$ cat config.mk
export PLATFORM = sky130hd
export DESIGN_NAME = range_zone_monitor
export DESIGN_NICKNAME = d
export VERILOG_FILES = /design/src/rtl/range_zone_monitor_pkg.sv /design/src/rtl/range_zone_monitor_divider.sv /design/src/rtl/range_zone_monitor.sv
export SDC_FILE = /design/constraint.sdc
export NUM_CORES = 1
export LEC_CHECK = 0
export CAP_MARGIN = 15
export CORE_MARGIN = 5
export CORE_UTILIZATION = 45
export CTS_CLUSTER_SIZE = 8
export DETAILED_ROUTE_END_ITERATION = 6
export REMOVE_ABC_BUFFERS = 1
export SETUP_SLACK_MARGIN = 0.15
export SLEW_MARGIN = 20
export SYNTH_ARGS = -nofsm -noshare
export SYNTH_HDL_FRONTEND = slang
export SYNTH_HIERARCHICAL = 1
export SYNTH_SLANG_ARGS = --single-unit
$ cat constraint.sdc
create_clock -name clk -period 5.9 [get_ports clk]
set_input_delay 0.885 -clock clk [delete_from_list [all_inputs] [get_ports clk]]
set_output_delay 0.885 -clock clk [all_outputs]
set_load 0.05 [all_outputs]
$ cat src/rtl/range_zone_monitor_pkg.sv
// rtl/range_zone_monitor_pkg.sv - shared types and default constants for the range zone monitor.
package range_zone_monitor_pkg;

  localparam int unsigned DEF_CYC_PER_CM = 2900;
  localparam int unsigned DEF_MAX_CM     = 400;
  localparam int unsigned COUNT_W        = 23;
  localparam int unsigned CM_W           = 9;
  localparam int unsigned SUM_W          = 11;

  typedef enum logic [1:0] {
    ZONE_CLEAR = 2'd0,
    ZONE_WARN  = 2'd1,
    ZONE_NEAR  = 2'd2
  } zone_e;

  typedef enum logic [1:0] {
    ST_IDLE,
    ST_DIVIDE,
    ST_FILTER,
    ST_CLASSIFY
  } state_e;

endpackage

$ cat src/rtl/range_zone_monitor_divider.sv
// rtl/range_zone_monitor_divider.sv - serial restoring divider by a constant, one quotient bit per cycle.
module range_divider
  import range_zone_monitor_pkg::*;
#(
  parameter int unsigned DIVISOR = DEF_CYC_PER_CM
) (
  input  logic               clk,
  input  logic               rst,
  input  logic               start_i,
  input  logic [COUNT_W-1:0] dividend_i,
  output logic               done_o,
  output logic [COUNT_W-1:0] quotient_o
);

  localparam int unsigned   RW    = COUNT_W + 1;
  localparam logic [RW-1:0] DIV_L = RW'(DIVISOR);
  localparam logic [4:0]    LAST  = 5'(COUNT_W - 1);

  logic [COUNT_W-1:0] rem_q, rem_d;
  logic [COUNT_W-1:0] quo_q, quo_d;
  logic [4:0]         cnt_q, cnt_d;
  logic               busy_q, busy_d;
  logic [RW-1:0]      trial;
  logic               ge;

  // quo_q starts as the dividend and is shifted out MSB-first while quotient bits shift in
  always_comb begin
    rem_d  = rem_q;
    quo_d  = quo_q;
    cnt_d  = cnt_q;
    busy_d = busy_q;
    trial  = {rem_q, quo_q[COUNT_W-1]};
    ge     = (trial >= DIV_L);
    if (start_i) begin
      rem_d  = '0;
      quo_d  = dividend_i;
      cnt_d  = '0;
      busy_d = 1'b1;
    end else if (busy_q) begin
      rem_d = COUNT_W'(ge ? trial - DIV_L : trial);
      quo_d = {quo_q[COUNT_W-2:0], ge};
      cnt_d = cnt_q + 5'd1;
      if (cnt_q == LAST) busy_d = 1'b0;
    end
  end

  always_ff @(posedge clk or posedge rst) begin
    if (rst) begin
      rem_q  <= '0;
      quo_q  <= '0;
      cnt_q  <= '0;
      busy_q <= 1'b0;
    end else begin
      rem_q  <= rem_d;
      quo_q  <= quo_d;
      cnt_q  <= cnt_d;
      busy_q <= busy_d;
    end
  end

  assign done_o     = busy_q && (cnt_q == LAST);
  assign quotient_o = quo_q;

endmodule

$ cat src/rtl/range_zone_monitor.sv
// rtl/range_zone_monitor.sv - echo count to cm, 4-tap average, zone hysteresis, buzzer and stop.
module range_zone_monitor
  import range_zone_monitor_pkg::*;
#(
  parameter int unsigned CYC_PER_CM = DEF_CYC_PER_CM,
  parameter int unsigned MAX_CM     = DEF_MAX_CM,
  parameter int unsigned NEAR_CM    = 20,
  parameter int unsigned WARN_CM    = 60,
  parameter int unsigned HYST_CM    = 5,
  parameter int unsigned BEEP_HALF  = 6_250_000
) (
  input  logic               clk,
  input  logic               rst,
  input  logic [COUNT_W-1:0] dist_count,
  input  logic               dist_valid,
  output logic [CM_W-1:0]    dist_cm,
  output logic               cm_valid,
  output logic [1:0]         zone,
  output logic               stop,
  output logic               buzz,
  output logic               no_echo,
  output logic               overrun
);

  localparam int unsigned     BW      = (BEEP_HALF > 1) ? $clog2(BEEP_HALF) : 1;
  localparam logic [BW-1:0]   BEEP_LAST = BW'(BEEP_HALF - 1);
  localparam logic [CM_W-1:0] MAX_L   = CM_W'(MAX_CM);
  localparam logic [CM_W-1:0] NEAR_L  = CM_W'(NEAR_CM);
  localparam logic [CM_W-1:0] WARN_L  = CM_W'(WARN_CM);
  localparam logic [CM_W-1:0] NEAR_X  = CM_W'(NEAR_CM + HYST_CM);
  localparam logic [CM_W-1:0] WARN_X  = CM_W'(WARN_CM + HYST_CM);

  state_e                 state_q, state_d;
  logic [3:0][CM_W-1:0]   taps_q, taps_d;
  logic                   taps_full_q, taps_full_d;
  logic [CM_W-1:0]        dist_cm_q, dist_cm_d;
  zone_e                  zone_q, zone_d;
  logic                   cm_valid_q, cm_valid_d;
  logic                   buzz_q, buzz_d;
  logic [BW-1:0]          beep_cnt_q, beep_cnt_d;
  logic                   no_echo_q, no_echo_d;
  logic                   overrun_q, overrun_d;

  logic                   accept;
  logic                   div_done;
  logic [COUNT_W-1:0]     quotient;
  logic [CM_W-1:0]        sample;
  logic [SUM_W-1:0]       sum;
  logic [CM_W-1:0]        avg;
  zone_e                  zone_next;

  assign accept = (state_q == ST_IDLE) && dist_valid;

  range_divider #(
    .DIVISOR(CYC_PER_CM)
  ) u_div (
    .clk       (clk),
    .rst       (rst),
    .start_i   (accept),
    .dividend_i(dist_count),
    .done_o    (div_done),
    .quotient_o(quotient)
  );

  // A zero count means no echo came back, which reads as "nothing in range"
  assign sample = (no_echo_q || quotient >= COUNT_W'(MAX_CM)) ? MAX_L : quotient[CM_W-1:0];
  assign sum    = SUM_W'(taps_q[0]) + SUM_W'(taps_q[1]) + SUM_W'(taps_q[2]) + SUM_W'(taps_q[3]);
  assign avg    = CM_W'(sum >> 2);

  always_comb begin
    zone_next = zone_q;
    case (zone_q)
      ZONE_CLEAR: begin
        if (avg < NEAR_L)      zone_next = ZONE_NEAR;
        else if (avg < WARN_L) zone_next = ZONE_WARN;
      end
      ZONE_WARN: begin
        if (avg < NEAR_L)       zone_next = ZONE_NEAR;
        else if (avg >= WARN_X) zone_next = ZONE_CLEAR;
      end
      ZONE_NEAR: begin
        if (avg >= WARN_X)      zone_next = ZONE_CLEAR;
        else if (avg >= NEAR_X) zone_next = ZONE_WARN;
      end
      default: zone_next = ZONE_CLEAR;
    endcase
  end

  always_comb begin
    state_d = state_q;
    case (state_q)
      ST_IDLE:     if (dist_valid) state_d = ST_DIVIDE;
      ST_DIVIDE:   if (div_done) state_d = ST_FILTER;
      ST_FILTER:   state_d = ST_CLASSIFY;
      ST_CLASSIFY: state_d = ST_IDLE;
      default:     state_d = ST_IDLE;
    endcase
  end

  always_comb begin
    taps_d      = taps_q;
    taps_full_d = taps_full_q;
    dist_cm_d   = dist_cm_q;
    zone_d      = zone_q;
    cm_valid_d  = 1'b0;
    buzz_d      = buzz_q;
    beep_cnt_d  = beep_cnt_q;
    no_echo_d   = no_echo_q;
    overrun_d   = overrun_q;

    if (accept) no_echo_d = (dist_count == '0);
    if (dist_valid && state_q != ST_IDLE) overrun_d = 1'b1;

    if (zone_q == ZONE_WARN) begin
      if (beep_cnt_q == BEEP_LAST) begin
        beep_cnt_d = '0;
        buzz_d     = ~buzz_q;
      end else begin
        beep_cnt_d = beep_cnt_q + BW'(1);
      end
    end

    if (state_q == ST_FILTER) begin
      taps_full_d = 1'b1;
      if (!taps_full_q) taps_d = {4{sample}};
      else              taps_d = {taps_q[2:0], sample};
    end

    // Zone update overrides the free-running beep step; WARN entry restarts the cadence high
    if (state_q == ST_CLASSIFY) begin
      dist_cm_d  = avg;
      cm_valid_d = 1'b1;
      zone_d     = zone_next;
      case (zone_next)
        ZONE_NEAR: buzz_d = 1'b1;
        ZONE_WARN: begin
          if (zone_q != ZONE_WARN) begin
            buzz_d     = 1'b1;
            beep_cnt_d = '0;
          end
        end
        default: begin
          buzz_d     = 1'b0;
          beep_cnt_d = '0;
        end
      endcase
    end
  end

  always_ff @(posedge clk or posedge rst) begin
    if (rst) begin
      state_q     <= ST_IDLE;
      taps_q      <= '0;
      taps_full_q <= 1'b0;
      dist_cm_q   <= MAX_L;
      zone_q      <= ZONE_CLEAR;
      cm_valid_q  <= 1'b0;
      buzz_q      <= 1'b0;
      beep_cnt_q  <= '0;
      no_echo_q   <= 1'b0;
      overrun_q   <= 1'b0;
    end else begin
      state_q     <= state_d;
      taps_q      <= taps_d;
      taps_full_q <= taps_full_d;
      dist_cm_q   <= dist_cm_d;
      zone_q      <= zone_d;
      cm_valid_q  <= cm_valid_d;
      buzz_q      <= buzz_d;
      beep_cnt_q  <= beep_cnt_d;
      no_echo_q   <= no_echo_d;
      overrun_q   <= overrun_d;
    end
  end

  assign dist_cm  = dist_cm_q;
  assign cm_valid = cm_valid_q;
  assign zone     = zone_q;
  assign stop     = (zone_q == ZONE_NEAR);
  assign buzz     = buzz_q;
  assign no_echo  = no_echo_q;
  assign overrun  = overrun_q;

endmodule

==> out/metrics.yaml, run 1 <==
status:
  status: "completed"
synthesis:
  synthArstFlopShare_pct: 100.0
  synth-seq-cells: 129
  ys_warn_count: 6
  yosys.area.top_type: "dfrtp_1"
  netlist_area_um2: 7452
  ys_top_cells_by_area: "dfrtp_1, nor2_1, fa_1"
  syn_inst: 783
  synth_cell_types: 70
  synth_edf_count: 0
  synth.avg_cell_area_um2: 9.517
  synth_top_area_share_pct: 42.31
  ys_seq_area_share_pct: 43.37
  synthFlopType: "dfrtp_1"
detailed_routing:
  wl_um: 14550
  drc: 0
  via_count: 5591
  drtIter0Drc: 294
  ant_nets: 0
  post_drt_via_cell_ratio: 5.366
  dr.pass1.iters: 4
  wl_per_cell_um: 13.96
pwr:
  switchingPower_mw: 2.187
  leakage_nw: 3.785
  vdd_drop_max_uv: 327.0
  seqPwrFrac_pct: 28.7
  switching_share_pct: 42.90
  powerDensity_nw_per_um2: 596.0
  clockPowerShare_pct: 19.6
  pwr-share-comb_pct: 51.7
  power_report.internal_total_mw: 2.910
worst_hold_path:
  worstHoldPathType: "reg -> reg"
floorplan:
  fp.dieArea_um2: 19230
  ios: 42
  die_h_um: 138.7
  core_area_um2: 16410
  fp.dieW_um: 138.7
  start_util_pct: 45.42
  row_count: 47
placement:
  io_buffers: 41
  dpl_worst_slack_ns: 1.141
  dp_hpwl_um: 10170
  placed_cell_area_um2: 7975
  place_inst: 1012
  gp_congestion: 0.8017
sta:
  clock_skew_ns: 0.007739
  rsz0062_at_grt: "false"
  slew-limit-headroom_pct: 39.51
  setup_viol: 0
  slew_violations: 0
  setup_tns_ns: 0
  worst_pin_slew_ns: 0.9074
  finalCriticalPeriod_ns: 4.754
  timing.final.ws_setup_ns: 1.146
  post-route-period-util_pct: 80.58
  fmax_mhz: 210.3
  hold_viol: 0
clock_network:
  cts.path.max_buffers: 2
  hold_buffers: 0
  clock_sinks: 129
  cts_tree: "yes"
  cts_max_level: 4
  clkLatencyLatePin_ns: 0.41
  cts_resized: 0
  cts_buffers: 17
  cts.clk_slew.worst_paths_ns: 0.05
  post_cts_buffers: 0
  ctsRootBufferMaster: "clkbuf_16"
finish:
  syn2layout_area_growth_pct: 14.74
  antenna_cells: 0
  final_cell_count_no_fill: 1042
  fin_util_pct: 52.12
  drive_gt1_share_pct: 10.95
  nNetsFinal: 875
  nFillCells: 1467
  fin_area_um2: 8551
grt:
  busiest_layer: "met2"
  grt_use_met2_pct: 24.23
  use_met1_pct: 22.88
  grt_use_total_pct: 16.08
  grt_first_pass_wirelength_um: 26050
  gr-usage-met3_pct: 4.103
  grt_pass1_vias: 5512
  grt_max_degree: 77
  antenna_found_initial: 0
  grt_overflow_total: 0
critical_path:
  cp.arrival_ns: 5.04
  crit_required_ns: 6.19
  endpoint_kind: "flop"
  start_kind: "flop"
  crit_type: "reg -> reg"
  cp_max_fo: 23
run:
  drv_cap: 0
-- registers in the layout (all words and copies together), names as in the netlist --
register and count:
taps_q 36, beep_cnt_q 23, u_div/quotient_o 23, u_div/rem_q 23
dist_cm 9, u_div/cnt_q 5, state_q 2, zone 2
buzz 1, cm_valid 1, no_echo 1, overrun 1
taps_full_q 1, u_div/busy_q 1
-- power groups by stage --
stage,Sequential (mW),Combinational [mW],Clock (mW)
after floorplan,1.55,1.97,0
after global placement,1.46,2.58,0
after detailed placement,1.47,2.64,0
after CTS,1.46,2.64,1.03
after global routing,1.51,3.02,1.07
final,1.46,2.63,1.00
-- cells in the mapped netlist (6+ instances only) --
library cell and instances:
ha_1 19, mux2i_1 24, nor3_1 8, a311oi_1 18, clkbuf_1 26, nor2_1 98
nor4_1 14, nand2_1 55, nand2b_1 6, inv_1 66, or4_1 6, nand4_1 13
dfrtp_1 126, nand3_1 13, o21ai_0 47, xor2_1 22, or3_2 9, mux2_2 15
o31ai_1 11, fa_1 18, xnor2_1 12, a21oi_1 58, o21a_1 6
-- stage by stage --
stage	power, mW	hold slack [ns]
3_3_place_gp	4.045	0.4673
6_report	5.096	0.4853
5_1_grt	5.592	0.5160
2_1_floorplan	3.522	0.4808
4_1_cts	5.132	0.4891
3_5_place_dp	4.106	0.4734
-- metal layers --
layer / wire length [um] / share of wire [%]
met1: 7429 / 51
met2: 6388 / 44
met3: 541 / 3.7
met4: 189 / 1.3
met5: 0 / 0
-- layout by cell type (no fill, tap or decap), types with 6 or more instances in the layout --
| cell type | instances |
|---|---|
| o21a_1 | 6 |
| o31ai_1 | 10 |
| dfrtp_1 | 125 |
| nor4_1 | 14 |
| clkbuf_16 | 17 |
| or3_2 | 9 |
| mux2i_1 | 24 |
| mux2_2 | 15 |
| nor2_1 | 98 |
| a311oi_1 | 18 |
| clkdlybuf4s50_1 | 41 |
| xor2_1 | 22 |
| nand2_1 | 55 |
| or4_1 | 6 |
| o21ai_0 | 47 |
| inv_1 | 63 |
| ha_1 | 18 |
| nand4_1 | 13 |
| a21oi_1 | 58 |
| nor3_1 | 8 |
| fa_1 | 18 |
| nand3_1 | 13 |
| buf_4 | 7 |
| xnor2_1 | 12 |
| nand2b_1 | 6 |
-- worst paths after layout --
check | startpoint | endpoint | slack, ns | cells past startpoint
max reg2reg | taps_q[1] | beep_cnt_q[6] | 1.15 | 19
min in group asynchronous | rst | u_div/cnt_q[2] | 0.96 | 2
min | overrun | overrun | 0.49 | 1
min reg2reg | overrun | overrun | 0.49 | 1
max in group asynchronous | rst | taps_q[0] | 3.85 | 3
max | taps_q[1] | beep_cnt_q[6] | 1.15 | 19
-- worst max-delay path: stages, from the launching register on --
cell and delay [ns]:
dfrtp_1 0.34, inv_1 0.08, fa_1 0.53, inv_1 0.05
fa_1 0.54, nand3b_4 0.10, fa_1 0.40, nand2b_1 0.19
a211oi_1 0.31, o21a_1 0.18, o22a_2 0.17, or4b_2 0.64
nand2_1 0.12, o21ai_0 0.09, ha_1 0.24, a21oi_1 0.13
nor2_1 0.05, o21bai_1 0.12, buf_4 0.27, nor2_1 0.09
-- layout make-up --
| type | instances | area, um2 | area share, % |
|---|---|---|---|
| clock buffer | 23 | 467.9 | 5.473 |
| clock inverter | 6 | 85.08 | 0.9950 |
| inverter | 66 | 250.2 | 2.927 |
| multi-input combinational | 550 | 3776 | 44.16 |
| sequential | 129 | 3233 | 37.81 |
| tap | 220 | 275.3 | 3.219 |
| timing repair buffer | 48 | 462.9 | 5.414 |
-- cell families (layout without fill, tap and decap cells) --
family,count (synthesis),after routing,share of synthesized area (%)
AND/OR/NAND/NOR,266,266,18.37
AO/OA/AOI/OAI,174,174,14.56
flip-flops,129,129,43.37
buffers and inverters,104,143,6.195
multiplexers,39,39,5.490
adder cells (fa/ha/maj),37,37,8.026
XOR/XNOR,34,34,3.996
Power figures use the tool's default switching activity.
==> inputs of run 2 (changes only) <==
PLACE_DENSITY = 0.65   (was default)
clock period = 4.1 ns   (was 5.9 ns; I/O delays follow)
==> run 2 against run 1 <==
  * The run now ends with setup timing left
  * Die area is the same
  * Routed wire length grew 11%
  * Critical path type unchanged
  * Hold slack lost 0.0027 ns
  * Global-route usage grew 0.96 points
  * Count of clock-buffer cells in the layout shrank 5
  * Highest routed layer unchanged
  * First-iteration DRC count grew 10%
  * Utilization grew 5.2 points
  * Worst setup slack lost 1.5 ns
  * Via count grew 7.1%
  * Non-clock buffer count grew 62
  * Clock skew grew 0.0033 ns
==> out/metrics.yaml, run 2 (same netlist as run 1, synthesis figures left out) <==
status:
  status: "complete, but fails checks"
  violations: "setup timing"
finish:
  layout_commonest_cell: "dfrtp_1"
  syn2layout_area_growth_pct: 26.18
  antenna_cells: 0
  layout_common_cells: "dfrtp_1, nor2_1, buf_4"
  nFillCells: 1360
  nNetsFinal: 937
  largest_register_ffs: 36
  regMostFlops: "taps_q"
  final_cell_count_no_fill: 1107
  multi_input_area_um2: 4044
  final-seq-area_um2: 3236
  drive_gt1_share_pct: 22.21
critical_path:
  endpoint_kind: "flop"
  r2r_slack_ns: -0.37
  start_kind: "flop"
  crit_required_ns: 4.44
  r2r_start: "taps_q[20]"
  cp.arrival_ns: 4.81
  worstReg2RegEnd: "beep_cnt_q[18]"
  reg2reg_depth: 20
  crit_type: "reg -> reg"
  startpoint: "taps_q[20]"
  cp_max_fo: 6
clock_network:
  cts.path.max_buffers: 2
  cts_tree: "yes"
  ctsRootBufferMaster: "clkbuf_16"
  hold_buffers: 0
  clkLatencyLatePin_ns: 0.42
  cts_buffers: 17
  cts.clk_slew.worst_paths_ns: 0.06
  clock_sinks: 129
  cts_max_level: 4
floorplan:
  row_count: 47
  die_h_um: 138.7
  ios: 42
  fp.dieArea_um2: 19230
  core_area_um2: 16410
  fp.dieW_um: 138.7
  start_util_pct: 45.42
detailed_routing:
  post_drt_via_cell_ratio: 5.407
  ant_nets: 0
  wl_per_cell_um: 14.56
  drtIter0Drc: 324
  via_count: 5986
  drc: 0
  wl_um: 16120
  dr.pass1.iters: 4
grt:
  grt_overflow_total: 0
  grt_max_degree: 77
  grt_use_total_pct: 17.04
  grt_first_pass_wirelength_um: 27700
  grt_pass1_vias: 5966
  antenna_found_initial: 0
sta:
  setup_viol: 24
  timing.final.ws_setup_ns: -0.3749
  slew_violations: 0
  fmax_mhz: 223.5
  hold_viol: 0
  slew-limit-headroom_pct: 34.22
  clock_skew_ns: 0.01109
  post-route-period-util_pct: 109.1
  rsz0062_at_grt: "true"
  worst_pin_slew_ns: 0.9867
  finalCriticalPeriod_ns: 4.475
worst_hold_path:
  hp-start: "overrun"
  worstHoldEndpoint: "overrun"
  min_path_cells: 1
  worstHoldPathType: "reg -> reg"
run:
  drv_cap: 0
placement:
  place_inst: 1055
  io_buffers: 41
  dp_hpwl_um: 10680
  gp_congestion: 0.8115
==> run 2: changes by cell type in the layout (fill, tap and decap cells not counted), sizes merged <==
cell	change
buf	+62
clkbuf	-5
clkinv	+3
inv	+3
bufinv	+2
==> run 2: worst max path at each step <==
| stage | endpoint | slack [ns] | cells after the start |
|---|---|---|---|
| 2_1_floorplan | beep_cnt_q[0] | -0.89 | 18 |
| 3_3_place_gp | beep_cnt_q[12] | -0.46 | 19 |
| 3_5_place_dp | beep_cnt_q[7] | -0.63 | 19 |
| 4_1_cts | beep_cnt_q[14] | -0.33 | 19 |
| 5_1_grt | beep_cnt_q[19] | -0.56 | 21 |
| 6_report | beep_cnt_q[18] | -0.37 | 20 |
==> run 2: layer usage <==
layer | global-route usage [%] | wire length [um] | up-vias
li1 | - | - | 2915
met1 | 22.89 | 7472 | 2938
met2 | 27.49 | 7832 | 112
met3 | 3.966 | 655 | 21
met4 | 5.561 | 161 | 0
met5 | 0 | 0 | -
==> run 2: per-stage QoR <==
step / util, % / area [um2] / hold WS, ns / worst slack, ns / TNS, ns
final: 57.31 / 9403 / 0.4826 / -0.3749 / -8.146
after global routing: 57.31 / 9403 / 0.5170 / -0.5596 / -12.70
after CTS: 56.24 / 9228 / 0.4866 / -0.3279 / -7.198
after detailed placement: 50.56 / 8295 / 0.4697 / -0.6316 / -14.44
after global placement: 50.56 / 8295 / 0.4651 / -0.4574 / -10.65
after floorplan: - / 7238 / 0.4808 / -0.8885 / -20.45
==> run 2: repair_timing <==
item,4_1_cts,5_1_grt
pin swaps,23,14
endpoints found under the setup margin,24,24
gates cloned,3,0
gates resized for setup,42,25
setup buffers,12,5
==> run 2: cell type report <==
class                           count  area share, %
Clock buffer                       18          4.671
Inverter                           66          2.648
Sequential cell                   129          34.41
Clock inverter                     14          2.142
Tap cell                          220          2.927
Timing Repair Buffer              110          10.19
Multi-Input combinational cell    550          43.01
==> run 2: worst max-delay path, cell delays in order, from the launching register on <==
cell and delay (ns):
dfrtp_1 0.35, inv_1 0.06, fa_1 0.56, fa_2 0.47, buf_6 0.14, fa_2 0.38
nand2b_4 0.19, a21oi_4 0.19, xnor2_2 0.14, buf_4 0.15, nand4_1 0.16, nor4_2 0.38
nor2_1 0.11, o21ai_1 0.18, ha_2 0.24, a21oi_4 0.07, nor2_4 0.15, o21bai_4 0.08
buf_4 0.15, buf_6 0.13, nor2_1 0.13
Power of run 2 is not shown: default switching activity piles up to over one toggle a cycle in this logic, so the estimate is an artifact.
==> inputs of run 3 (changes only) <==
CELL_PAD_IN_SITES_DETAIL_PLACEMENT = 0   (was default)
CELL_PAD_IN_SITES_GLOBAL_PLACEMENT = 1   (was default)
CORE_UTILIZATION = 43   (was 45)
PLACE_DENSITY = default   (was 0.65)
PLACE_DENSITY_LB_ADDON = 0.1   (was default)
==> run 3 against run 2 <==
  * The run still ends with setup timing left
  * Worst setup slack lost 0.014 ns
  * Via count shrank 1.5%
  * Utilization shrank 2.2 points
  * Sequential cell count is the same
  * Routed wire length grew 2.6%
  * Hold slack lost 0.0077 ns
  * Largest cell class unchanged
  * Cell count grew 0.63%
  * First-iteration DRC count shrank 4.3%
  * Critical path type unchanged
  * Die area grew 4.3%
  * Final area grew 0.68%
  * Critical path depth grew 1
==> out/metrics.yaml, run 3 (same netlist as run 1, synthesis figures left out) <==
clock_network:
  cts_buffers: 17
  clkLatencyLatePin_ns: 0.42
  ctsRootBufferMaster: "clkbuf_16"
  cts.path.max_buffers: 2
  clock_sinks: 129
  cts.clk_slew.worst_paths_ns: 0.05
  cts_tree: "yes"
  cts_max_level: 4
  hold_buffers: 0
placement:
  dp_hpwl_um: 11420
  place_inst: 1068
  gp_congestion: 0.8417
  io_buffers: 41
  placed_cell_area_um2: 8376
floorplan:
  fp.dieW_um: 141.6
  die_h_um: 141.6
  ios: 42
  start_util_pct: 43.39
  row_count: 48
  core_area_um2: 17180
  fp.dieArea_um2: 20060
critical_path:
  r2r_start: "taps_q[11]"
  crit_type: "reg -> reg"
  start_kind: "flop"
  crit_required_ns: 4.40
  worstReg2RegEnd: "beep_cnt_q[14]"
  endpoint_kind: "flop"
  cp_max_fo: 6
  reg2reg_depth: 21
  cp.arrival_ns: 4.79
  r2r_slack_ns: -0.39
detailed_routing:
  post_drt_via_cell_ratio: 5.294
  drtIter0Drc: 310
  wl_um: 16540
  ant_nets: 0
  drc: 0
  dr.pass1.iters: 5
  wl_per_cell_um: 14.84
  via_count: 5897
worst_hold_path:
  min_path_cells: 1
  worstHoldEndpoint: "overrun"
  hp-start: "overrun"
  worstHoldPathType: "reg -> reg"
sta:
  hold_slack_ns: 0.4748
  post-route-period-util_pct: 109.5
  slew-limit-headroom_pct: 29.63
  timing.final.ws_setup_ns: -0.3890
  rsz0062_at_grt: "true"
  worst_pin_slew_ns: 1.056
  setup_tns_ns: -8.941
  finalCriticalPeriod_ns: 4.489
  clock_skew_ns: 0.007135
  fmax_mhz: 222.8
  hold_viol: 0
  setup_viol: 24
  slew_violations: 0
finish:
  layout_commonest_cell: "dfrtp_1"
  final_cell_count_no_fill: 1114
  largest_register_ffs: 36
  drive_gt1_share_pct: 22.72
  multi_input_area_um2: 4038
  layout_common_cells: "dfrtp_1, nor2_1, buf_4"
  fin_area_um2: 9467
  nFillCells: 1581
  syn2layout_area_growth_pct: 27.03
  nNetsFinal: 939
  antenna_cells: 0
  final-seq-area_um2: 3233
  fin_util_pct: 55.11
  regMostFlops: "taps_q"
grt:
  grt_max_degree: 60
  grt_pass1_vias: 5938
  grt_use_total_pct: 17.63
  grt_first_pass_wirelength_um: 29030
  grt_overflow_total: 0
  antenna_found_initial: 0
pwr:
  leakage_nw: 4.177
  powerDensity_nw_per_um2: 983.7
  vdd_drop_max_uv: 852.2
status:
  violations: "setup timing"
  status: "complete, but fails checks"
run:
  drv_cap: 0
run 3: how the worst max path moves through the flow:
stage                     from  slack (ns)              to  cells past startpoint
floorplan            taps_q[1]       -0.89   beep_cnt_q[0]                     18
global placement     taps_q[1]       -0.52  beep_cnt_q[12]                     19
detailed placement   taps_q[1]       -0.57  beep_cnt_q[16]                     19
CTS                 taps_q[20]       -0.32  beep_cnt_q[18]                     20
global route        taps_q[11]       -0.62  beep_cnt_q[21]                     21
finish              taps_q[11]       -0.39  beep_cnt_q[14]                     21
run 3: metal layers:
layer / up-vias / share of wire [%] / track usage, %
met5: - / 0 / 0
met4: 0 / 1.1 / 5.202
met3: 17 / 3.3 / 4.078
met2: 84 / 48 / 27.88
met1: 2870 / 48 / 24.29
li1: 2926 / - / -
run 3: where the power goes:
group          internal, mW  switching (mW)  total (mW)  leakage (nW)
Clock                  1.08           0.551        1.63         0.317
Combinational          2.72            2.81        5.53          2.30
Sequential             1.71           0.438        2.15          1.56
run 3: final cells by class:
class | instances | share of cell area [%]
well taps | 225 | 2.974
inverters | 66 | 2.643
repair buffers | 112 | 10.81
clock buffers | 23 | 5.155
flip-flops and latches | 129 | 34.15
multi-input cells | 550 | 42.65
clock inverters | 9 | 1.612
run 3: timing repair:
item	CTS	global route
endpoints found under the setup margin	24	24
gates resized for setup	50	21
setup buffers	9	2
pin swaps	19	22
cloned	3	0
run 3: stage by stage:
step	power [mW]	setup WS [ns]
after detailed placement	6.886	-0.5703
after global routing	10.10	-0.6216
final	9.312	-0.3890
after global placement	6.811	-0.5163
after CTS	9.275	-0.3223
after floorplan	5.069	-0.8885
run 3: worst max-delay path, cell delays in order, from the launching register on:
cell	delay, ns
dfrtp_1	0.36
inv_2	0.05
fa_1	0.58
fa_1	0.46
buf_4	0.16
fa_2	0.38
nand2b_4	0.17
a21oi_2	0.13
xnor2_1	0.14
buf_4	0.16
nand4_1	0.16
buf_4	0.20
nor4_4	0.32
nor2_2	0.07
o21a_1	0.21
ha_4	0.18
a21oi_4	0.13
nor2_4	0.06
o21bai_4	0.13
buf_6	0.15
buf_12	0.14
nor2_4	0.03
